<file path="config.mk">
export PLATFORM = sky130hd
export DESIGN_NAME = fetch_unit
export DESIGN_NICKNAME = d
export VERILOG_FILES = /design/src/rtl/fetch_unit.sv
export SDC_FILE = /design/constraint.sdc
export NUM_CORES = 1
export LEC_CHECK = 0
export CORE_UTILIZATION = 53
export CTS_CLUSTER_DIAMETER = 80
export DETAILED_ROUTE_END_ITERATION = 8
export GPL_ROUTABILITY_DRIVEN = 0
export HOLD_SLACK_MARGIN = 0.05
export PLACE_DENSITY = 0.95
export SLEW_MARGIN = 30
export SYNTH_ARGS = -nofsm -noshare
export SYNTH_HDL_FRONTEND = slang
export SYNTH_SLANG_ARGS = --single-unit
</file>
<file path="constraint.sdc">
create_clock -name iCLK -period 5.33 [get_ports iCLK]
set_input_delay 1.3325 -clock iCLK [delete_from_list [all_inputs] [get_ports iCLK]]
set_output_delay 1.3325 -clock iCLK [all_outputs]
set_load 0.05 [all_outputs]
</file>
<file path="src/rtl/fetch_unit.sv">
// Instruction fetch stage: ROM req/ack fetcher, small instruction FIFO,
// valid/ready presentation of IR/OPCODE/PC to execute, redirect flush.
// Optional build macro FETCH_STATS_EN adds saturating accept/redirect counters.
module fetch_unit #(
  parameter int unsigned        FIFO_DEPTH = 2,
  parameter int unsigned        ADDR_W     = 8,
  parameter logic [ADDR_W-1:0]  RESET_PC   = '0
) (
  input  logic              iCLK,
  input  logic              iRST,
  output logic              oROM_REQ,
  output logic [ADDR_W-1:0] oROM_ADDR,
  input  logic              iROM_ACK,
  input  logic [31:0]       iROM_DATA,
  input  logic              iBR_VALID,
  input  logic [ADDR_W-1:0] iBR_TARGET,
  output logic              oIR_VALID,
  input  logic              iIR_READY,
  output logic [31:0]       oIR,
  output logic [6:0]        oOPCODE,
  output logic [ADDR_W-1:0] oPC
`ifdef FETCH_STATS_EN
  ,
  output logic [15:0]       oFETCH_CNT,
  output logic [7:0]        oFLUSH_CNT
`endif
);

  localparam int unsigned PTR_W = $clog2(FIFO_DEPTH);
  localparam int unsigned CNT_W = PTR_W + 1;
  localparam logic [CNT_W-1:0] DEPTH_C = CNT_W'(FIFO_DEPTH);

  typedef enum logic [1:0] {
    S_IDLE = 2'd0,
    S_REQ  = 2'd1,
    S_KILL = 2'd2
  } state_t;

  state_t            state_q, state_d;
  logic [ADDR_W-1:0] fetch_pc_q, fetch_pc_d;
  logic [ADDR_W-1:0] req_addr_q, req_addr_d;

  logic [31:0]       fifo_ir [FIFO_DEPTH];
  logic [ADDR_W-1:0] fifo_pc [FIFO_DEPTH];
  logic [PTR_W-1:0]  rd_ptr_q, wr_ptr_q;
  logic [CNT_W-1:0]  count_q;
  logic [CNT_W-1:0]  count_after;

  logic              pop;
  logic              push;
  logic [ADDR_W-1:0] br_target;
  logic [ADDR_W-1:0] seq_pc;

  assign pop         = (count_q != '0) && iIR_READY;
  // Redirect discards same-cycle ack data, so no push is allowed then.
  assign push        = iROM_ACK && (state_q == S_REQ) && !iBR_VALID;
  assign count_after = count_q - CNT_W'(pop) + CNT_W'(push);
  assign br_target   = iBR_TARGET & ~ADDR_W'(3);
  assign seq_pc      = req_addr_q + ADDR_W'(4);

  // Next-state logic for the fetch request FSM
  always_comb begin
    state_d    = state_q;
    fetch_pc_d = fetch_pc_q;
    req_addr_d = req_addr_q;
    if (iBR_VALID) begin
      fetch_pc_d = br_target;
      // A still-pending request must complete before the target may issue.
      if ((state_q != S_IDLE) && !iROM_ACK) begin
        state_d = S_KILL;
      end else begin
        state_d    = S_REQ;
        req_addr_d = br_target;
      end
    end else begin
      case (state_q)
        S_IDLE: begin
          if (count_after < DEPTH_C) begin
            state_d    = S_REQ;
            req_addr_d = fetch_pc_q;
          end
        end
        S_REQ: begin
          if (iROM_ACK) begin
            fetch_pc_d = seq_pc;
            if (count_after < DEPTH_C) begin
              req_addr_d = seq_pc;
            end else begin
              state_d = S_IDLE;
            end
          end
        end
        S_KILL: begin
          if (iROM_ACK) begin
            state_d    = S_REQ;
            req_addr_d = fetch_pc_q;
          end
        end
        default: state_d = S_IDLE;
      endcase
    end
  end

  // FSM and fetch address registers
  always_ff @(posedge iCLK or negedge iRST) begin
    if (!iRST) begin
      state_q    <= S_IDLE;
      fetch_pc_q <= RESET_PC;
      req_addr_q <= RESET_PC;
    end else begin
      state_q    <= state_d;
      fetch_pc_q <= fetch_pc_d;
      req_addr_q <= req_addr_d;
    end
  end

  // FIFO pointers and occupancy; redirect empties the FIFO
  always_ff @(posedge iCLK or negedge iRST) begin
    if (!iRST) begin
      rd_ptr_q <= '0;
      wr_ptr_q <= '0;
      count_q  <= '0;
    end else if (iBR_VALID) begin
      rd_ptr_q <= '0;
      wr_ptr_q <= '0;
      count_q  <= '0;
    end else begin
      if (push) wr_ptr_q <= wr_ptr_q + PTR_W'(1);
      if (pop)  rd_ptr_q <= rd_ptr_q + PTR_W'(1);
      count_q <= count_after;
    end
  end

  // FIFO storage; contents are only observed while occupied
  always_ff @(posedge iCLK) begin
    if (push) begin
      fifo_ir[wr_ptr_q] <= iROM_DATA;
      fifo_pc[wr_ptr_q] <= req_addr_q;
    end
  end

  assign oROM_REQ  = (state_q != S_IDLE);
  assign oROM_ADDR = req_addr_q;
  assign oIR_VALID = (count_q != '0);
  assign oIR       = oIR_VALID ? fifo_ir[rd_ptr_q] : '0;
  assign oPC       = oIR_VALID ? fifo_pc[rd_ptr_q] : '0;
  assign oOPCODE   = oIR[6:0];

`ifdef FETCH_STATS_EN
  logic [15:0] fetch_cnt_q;
  logic [7:0]  flush_cnt_q;

  // Saturating accepted-instruction and redirect counters
  always_ff @(posedge iCLK or negedge iRST) begin
    if (!iRST) begin
      fetch_cnt_q <= '0;
      flush_cnt_q <= '0;
    end else begin
      if (oIR_VALID && iIR_READY && (fetch_cnt_q != '1)) fetch_cnt_q <= fetch_cnt_q + 16'd1;
      if (iBR_VALID && (flush_cnt_q != '1))              flush_cnt_q <= flush_cnt_q + 8'd1;
    end
  end

  assign oFETCH_CNT = fetch_cnt_q;
  assign oFLUSH_CNT = flush_cnt_q;
`endif

endmodule

</file>
==> Word-level counts from Yosys, hierarchy flattened <==
Memory sizes are Yosys's and may differ from the RTL's.
Index checks and enable logic that the tools add are counted.
{ "word_totals": {"register_bits": 22, "ram_bits": 80, "inputBits": 45, "output_inout_bits": 57, "elab_cells": 65, "n_memories": 2} }
{ "classes": {"addsub": 5, "magnitude_cmp": 1, "n_eq_ne": 8, "n_mux": 26, "n_reduce_logical": 17} }
{ "mem_list": {"columns": ["name", "words", "word_bits", "rd", "rd_clocked_by_memory_dff", "wr", "line_no", "text"], "rows": [
  ["fifo_ir", 2, 32, 1, 0, 1, "43", "logic [31:0] fifo_ir [FIFO_DEPTH];"],
  ["fifo_pc", 2, 8, 1, 0, 1, "44", "logic [ADDR_W-1:0] fifo_pc [FIFO_DEPTH];"]
]} }
{ "ops": {"columns": ["op", "n"], "rows": [
  ["two-way mux 8 bit", 10],
  ["two-way mux 32 bit", 1],
  ["one-hot mux 8 bit (3 select lines)", 1],
  ["two-way mux 2 bit", 7],
  ["!= test 3 bit, second input constant", 4],
  ["nonzero test 2 bit", 6],
  ["adder 8 x 3 -> 8 bit, second input constant", 1],
  ["two-way mux 1 bit", 6],
  ["one-hot mux 2 bit (3 select lines)", 1],
  ["AND reduction 6 bit", 1],
  ["logical AND 1 bit", 4],
  ["AND reduction 4 bit", 1],
  ["nonzero test 4 bit", 1],
  ["!= test 3 x 2 -> 1 bit, second input constant", 1],
  ["adder 1 bit, second input constant", 2],
  ["adder 2 x 1 -> 2 bit", 1],
  ["equality test 2 x 1 -> 1 bit, second input constant", 1],
  ["equality test 2 bit, second input constant", 1],
  ["logical NOT 1 bit", 2],
  ["logical NOT 2 bit", 1],
  ["< comparator 2 bit, second input constant", 1],
  ["!= test 2 bit, second input constant", 1],
  ["AND reduction 2 bit", 1],
  ["subtractor 2 x 1 -> 2 bit", 1]
]} }

==> Depth between registers and ports, before layout <==
Gate-level depths: netlist of the first run.
{ "depth": {"word_depth": 9, "mapped_depth": 12, "depth_no_buf": 10} }

==> Worst setup path before layout of the first run <==
No wires, ideal clock.
{ "synth_path": {"kind": "input to register", "start": "input iBR_VALID", "end": "memory fifo_ir[0][0] (enable)", "setup_time_ns": 0.437, "t_arrival_ns": 3.487, "required_time_ns": 4.893, "setup_slack_ns": 1.406, "path_stages": 4, "n_path_buf": 1, "cell_sequence": "buf_4 > nor2_1 > nand2_1 > nor2_1"} }
{ "synth_via": {"elab_chain_cells": 4} }
{ "synth_rtl": {"columns": ["item", "line_no", "text"], "rows": [
  ["from (decl)", "15", "input logic iBR_VALID,"],
  ["logical NOT 1 bit", "56", "assign push = iROM_ACK && (state_q == S_REQ) && !iBR_VALID;"],
  ["logical AND 1 bit", "56", null],
  ["two-way mux 1 bit", "136", "if (push) begin"],
  ["two-way mux 1 bit (not written as such)", "137", "fifo_ir[wr_ptr_q] <= iROM_DATA;"],
  ["to (decl)", "43", null]
]} }
No other way between the ends.

==> Worst setup path after layout of the first run <==
{ "layout_path": {"start": "register rd_ptr_q", "end": "output oIR[18]"} }
{ "layout_via": {"elab_chain_cells": 2} }
{ "layout_rtl": {"columns": ["item", "line_no", "text"], "rows": [
  ["from (decl)", "45", "logic [PTR_W-1:0] rd_ptr_q, wr_ptr_q;"],
  ["from (signal assigned)", "129", "if (pop) rd_ptr_q <= rd_ptr_q + PTR_W'(1);"],
  ["memory (2 x 32 bit)", null, null],
  ["two-way mux 32 bit", "145", "assign oIR = oIR_VALID ? fifo_ir[rd_ptr_q] : '0;"],
  ["to (decl)", "19", "output logic [31:0] oIR,"]
]} }
No other way between the ends.

==> metrics.txt, run 1 <==
CTS tree yes; total number of vias 2748; P_sw 1320 µW; vias per cell 5.35; Fmax 242 MHz; status completed; Port-buffer cells 99; Clock Latency Late Sink 360 ps; net count after synthesis 365; n_diodes 0; Core Area 0.00781 mm²; EDFF count, synth 80; fin util 0.716; maximum vdd ir drop 316 µV; number of library cell types mapped by synthesis 39; Synth Area in Compound Gates 0.0570; most common cell after layout, fill and taps aside clkdlybuf4s50_1; # fillers 546; initial antenna violation count 0; drc violations 0; post-CTS resize count 0; Yosys warnings 0; Pre-Repair DR Iteration Count 4; wire per inst 16.8 µm; largest area contributor in the netlist edfxtp_1; Initial DRC Count 156; number of setup violations in the final report 0; asr flop ratio synth 0.216; syn_area_per_cell 13.6 µm²; CP Capture Type output port; Seq/Total Area, Yosys 0.683; Routed Antenna Nets 0; Detail Placement HPWL 5630 µm; power per cell area 542 mW/mm²; share of the synthesized area in the top cell type 0.555; row count 32; Slew @ Worst Pin 927 ps; ratio of cells with drive above 1 in the final layout 0.0704; slowest stage cell, crit path dfrtp_2; highest fanout seen on the critical path 31; CP top delay family buffers and inverters; footprint of the multi-input gates 0.00122 mm²; H-tree depth 3; Hold Crit Class flop to flop; xor and xnor area share after synthesis 0.0153; switching part of the total power 0.437; Combinational Power Share 0.483; clk buf depth 2; full die area 0.00853 mm²; mux cell area share after synthesis 0.108; crit-path max cell delay 980 ps; cell chain of the critical path buf_4 -> mux2i_1 -> nor2_1 -> clkdlybuf4s50_1; fin crit share 0.776; GRT Util Overall 0.213; Max-cap violations 0; Synth Instances 317; Synth Area in Adders 0.00868; root buf cell clkbuf_8; setup_tns 0 ps; Clock Skews 8.28 ps; Initial Util 0.554; DRT Wirelength 8620 µm; area grow syn2layout 29.2%; Lkg Pwr 0.00196 µW; nets 455; die span in x 92.3 µm; min Tclk post-route 4140 ps; largest cells by area after synthesis edfxtp_1 56%, dfrtp_1 13%, mux2i_1 10%; internal power 1710 µW; clock group share of total power 0.159; Simple-Gate Fraction of Synth Area 0.0885; setup bufs post-CTS 0; Die Y 92.3 µm; Critical Path RT 4000 ps; clk sink count 102; max_slew headroom 0.382; most frequent cells in the layout 98 x clkdlybuf4s50_1, 80 x edfxtp_1, 50 x nor2_1, 45 x mux2i_1, 21 x dfrtp_1; register area 0.00295 mm²; GR Overflow Total 0; cts bufs inserted 9; register bit total from synthesis 102; IO Count 102; vias in the first global route 2770; RSZ-0062 raised after global routing false; Synth Flop Type edfxtp_1; Arrival @ worst endpoint 2800 ps; Syn Std Cell Area 0.00433 mm²; Hold WS 546 ps; final slew viol count 0; Fin. Hold Viols 0; Hold-fix buffers, CTS 0; largest family of logic cells by synthesized area multiplexers; largest net degree at the start of global routing 42; CP Class flop to output port; Sequential Power Share 0.358; buffers plus inverters on the worst setup path 2; first-pass GRT wire length 13700 µm; CTS clk-pin slew, worst paths 90 ps; Worst setup SP type flop
[cell families (layout without fill, tap and decap cells)]
family | after synthesis | count (layout)
adders and majority gates | 3 | 3
xor gates and xnor gates | 6 | 6
and+or+nand+nor | 87 | 87
AOI/OAI and AO/OA | 40 | 40
buffers and inverters | 33 | 128
muxes | 46 | 46
DFF | 102 | 102
[worst reg2reg max path, stage by stage, from the launching register on]
cell,delay [ps]
dfrtp_1,490
nand2b_1,270
nor2_1,380
nand2_1,190
ha_1,310
inv_1,50
ha_1,140
xnor3_1,260
nor3_4,290
or2_1,340
mux2_4,330
[worst paths after layout]
kind / cells after the start / to / start / slack (ps)
setup / recovery: 4 / oIR[18] / rd_ptr_q$_DFFE_PN0P_ / 1190
hold / removal: 2 / fetch_pc_q[1]$_DFFE_PN0P_ / fetch_pc_q[1]$_DFFE_PN0P_ / 550
setup reg to reg: 10 / oROM_ADDR[3]$_DFFE_PN0P_ / state_q[1]$_DFFE_PN0P_ / 2170
hold reg to reg: 2 / fetch_pc_q[1]$_DFFE_PN0P_ / fetch_pc_q[1]$_DFFE_PN0P_ / 550
max in group asynchronous: 1 / rd_ptr_q$_DFFE_PN0P_ / iRST / 4030
min in group asynchronous: 1 / fetch_pc_q[3]$_DFFE_PN0P_ / iRST / 930
[Yosys cell counts, drive strengths merged, types with 2 or more instances]
master / count
ha: 3
o21ai: 15
o41ai: 2
clkbuf: 6
nor3: 5
nand2b: 5
dfrtp: 22
xnor2: 4
inv: 9
nor2: 52
edfxtp: 80
nand2: 13
a211oi: 2
a21oi: 11
o31ai: 2
nand3: 4
mux2i: 45
or2: 2
nor2b: 3
a22o: 2
buf: 18
[flip-flops by register name, summed over array words and instances, names as in the netlist]
| register | flops |
|---|---|
| fifo_ir | 64 |
| fifo_pc | 16 |
| fetch_pc_q | 8 |
| oROM_ADDR | 8 |
| count_q | 2 |
| state_q | 2 |
| rd_ptr_q | 1 |
| wr_ptr_q | 1 |
[cell type report]
cell class,count,area share
flip-flops and latches,102,0.529
multi-input cells,182,0.218
repair buffers,103,0.189
clock buffers,10,0.0228
well taps,102,0.0228
clock inverters,6,0.0125
inverters,9,0.00605
[power by group through the flow]
stage / Combinational, µW / Sequential, µW / Clock [µW]
after floorplan: 981 / 1120 / 0
after global placement: 1400 / 1090 / 0
after detailed placement: 1430 / 1100 / 0
after CTS: 1440 / 1080 / 490
after global routing: 1540 / 1100 / 510
final: 1460 / 1080 / 482
[layer usage]
layer | part of all wire | track usage | vias to the layer above
met5 | 0 | 0 | -
met4 | 0.013 | 0.0755 | 0
met3 | 0.052 | 0.0353 | 13
met2 | 0.51 | 0.361 | 100
met1 | 0.43 | 0.277 | 1328
li1 | - | - | 1307
[metrics by stage]
step | cells | total power [µW] | setup slack, ps | area, µm²
global placement | 496 | 2490 | 1280 | 5340
floorplan | 317 | 2100 | 1410 | 4330
detailed placement | 497 | 2530 | 1220 | 5360
finish | 514 | 3030 | 1190 | 5590
global route | 514 | 3150 | 1080 | 5590
CTS | 513 | 3010 | 1210 | 5560
Power figures use the tool's default switching activity.
==> run 2: changes to the inputs <==
--- a/config.mk
+++ b/config.mk
@@ -5,12 +5,12 @@
 export SDC_FILE = /design/constraint.sdc
 export NUM_CORES = 1
 export LEC_CHECK = 0
-export CORE_UTILIZATION = 53
+export CORE_UTILIZATION = 45
 export CTS_CLUSTER_DIAMETER = 80
 export DETAILED_ROUTE_END_ITERATION = 8
 export GPL_ROUTABILITY_DRIVEN = 0
 export HOLD_SLACK_MARGIN = 0.05
-export PLACE_DENSITY = 0.95
+export PLACE_DENSITY = 0.88
 export SLEW_MARGIN = 30
 export SYNTH_ARGS = -nofsm -noshare
 export SYNTH_HDL_FRONTEND = slang
==> constraint.sdc (replaced) <==
create_clock -name iCLK -period 3.5 [get_ports iCLK]
set_input_delay 0.875 -clock iCLK [delete_from_list [all_inputs] [get_ports iCLK]]
set_output_delay 0.875 -clock iCLK [all_outputs]
set_load 0.05 [all_outputs]
==> run 2 against run 1 <==
  * Largest power group unchanged
  * Via count increased by 0.51%
  * Sequential share of layout area decreased by 0.55 points
  * Clock-buffer cell count increased by 1
  * Worst setup slack got worse by 740 ps
  * Routed wire length decreased by 1.3%
  * Power increased by 52%
  * Sequential power increased by 48%
  * Hold slack got worse by 88 ps
==> metrics.txt, run 2 (synthesis gave the netlist of run 1 again) <==
Port-buffer cells 99; Placed Area 0.00544 mm²; RSZ-0062 raised after global routing false; number of setup violations in the final report 0; Clock Skews 17.2 ps; cell chain of the critical path buf_12 -> mux2i_1 -> nor2_1 -> clkdlybuf4s50_1; total number of vias 2762; full die area 0.0100 mm²; n_diodes 0; Hold WS 458 ps; row count 35; power per cell area 815 mW/mm²; die span in x 100 µm; CTS clk-pin slew, worst paths 110 ps; Worst setup SP type flop; initial antenna violation count 0; Core Area 0.00928 mm²; area grow syn2layout 30.5%; clk buf depth 2; wire per inst 15.6 µm; Slew @ Worst Pin 562 ps; largest registers fifo_ir: 64 flops, fifo_pc: 16 flops; CP Class flop to output port; top layer in use met4; Arrival @ worst endpoint 2170 ps; min Tclk post-route 3040 ps; metal1 wirelength 3630 µm; post-CTS resize count 0; max reg flops 64; Routed Antenna Nets 0; most frequent cells in the layout 98 x clkdlybuf4s50_1, 80 x edfxtp_1, 50 x nor2_1, 45 x mux2i_1, 21 x dfrtp_1; Power Total 4600 µW; cell area after layout 0.00565 mm²; Hold Crit Class primary input to async pin; IO Count 102; cts bufs inserted 9; vias per cell 5.07; crit-path max cell delay 830 ps; clk sink count 102; GRT Util Overall 0.178; status completed; Clock Latency Late Sink 360 ps; highest fanout seen on the critical path 40; final slew viol count 0; vias in the first global route 2783; setup_tns 0 ps; # fillers 765; slowest stage cell, crit path clkdlybuf4s50_1; Placed Instances 529; total length of routed met2 wires 4360 µm; most common cell after layout, fill and taps aside clkdlybuf4s50_1; largest net degree at the start of global routing 41; Initial Util 0.466; Die Y 100 µm; Hold-fix buffers, CTS 0; max_slew headroom 0.624; Pre-Repair DR Iteration Count 4; root buf cell clkbuf_8; maximum vdd ir drop 423 µV; first-pass GRT wire length 13700 µm; fin crit share 0.869; Detail Placement HPWL 5710 µm; largest register by flop count fifo_ir; DR WL met3 427 µm; CTS tree yes; Lkg Pwr 0.00198 µW; CP Capture Type output port; Initial DRC Count 50; drc violations 0; H-tree depth 3; nets 459; setup bufs post-CTS 0; DRT Wirelength 8500 µm; Fin. Hold Viols 0; GR Overflow Total 0; Critical Path RT 2620 ps; ratio of cells with drive above 1 in the final layout 0.0865; Fmax 329 MHz; non-filler instance count after layout 545; Max-cap violations 0
run 2: per-layer routing:
layer | global-route usage | vias to the layer above
met5 | 0 | -
met2 | 0.320 | 75
li1 | - | 1320
met1 | 0.216 | 1358
met3 | 0.0376 | 9
met4 | 0.0479 | 0
run 2: power breakdown:
group | internal, µW | switching, µW | leakage [µW]
combinational | 766 | 1490 | 0.000869
sequential | 1480 | 126 | 0.00101
clock | 333 | 410 | 0.000107
total | 2570 | 2020 | 0.00198
run 2: path summary, 6_finish.rpt:
| check | start | endpoint | slack [ps] | cells after the start |
|---|---|---|---|---|
| min in group iCLK | fetch_pc_q[1]$_DFFE_PN0P_ | fetch_pc_q[1]$_DFFE_PN0P_ | 550 | 2 |
| hold reg to reg | fetch_pc_q[1]$_DFFE_PN0P_ | fetch_pc_q[1]$_DFFE_PN0P_ | 550 | 2 |
| hold / removal | iRST | fetch_pc_q[3]$_DFFE_PN0P_ | 460 | 1 |
| setup reg to reg | state_q[1]$_DFFE_PN0P_ | oROM_ADDR[1]$_DFFE_PN0P_ | 800 | 11 |
| max in group asynchronous | iRST | rd_ptr_q$_DFFE_PN0P_ | 2660 | 1 |
| setup / recovery | rd_ptr_q$_DFFE_PN0P_ | oIR[4] | 460 | 4 |
run 2: critical path, delay by kind of cell, from the launching register on:
family                 cells  cell delay [ps]
buffers and inverters      2             1110
flip-flops                 1              410
AND/OR/NAND/NOR            1              140
multiplexers               1              120
run 2: cell type report:
| type | instances | area (µm²) | area share |
|---|---|---|---|
| clock buffers | 11 | 163 | 0.0288 |
| flip-flops and latches | 102 | 2950 | 0.523 |
| inverters | 9 | 33.8 | 0.00598 |
| multi-input cells | 182 | 1220 | 0.216 |
| clock inverters | 5 | 46.3 | 0.00820 |
| well taps | 129 | 161 | 0.0286 |
| repair buffers | 107 | 1070 | 0.190 |
run 2: metrics by stage:
step / utilization / setup WS (ps)
CTS: 0.608 / 417
global route: 0.608 / 337
global placement: 0.586 / 338
finish: 0.608 / 458
floorplan: - / 33.6
detailed placement: 0.586 / 276
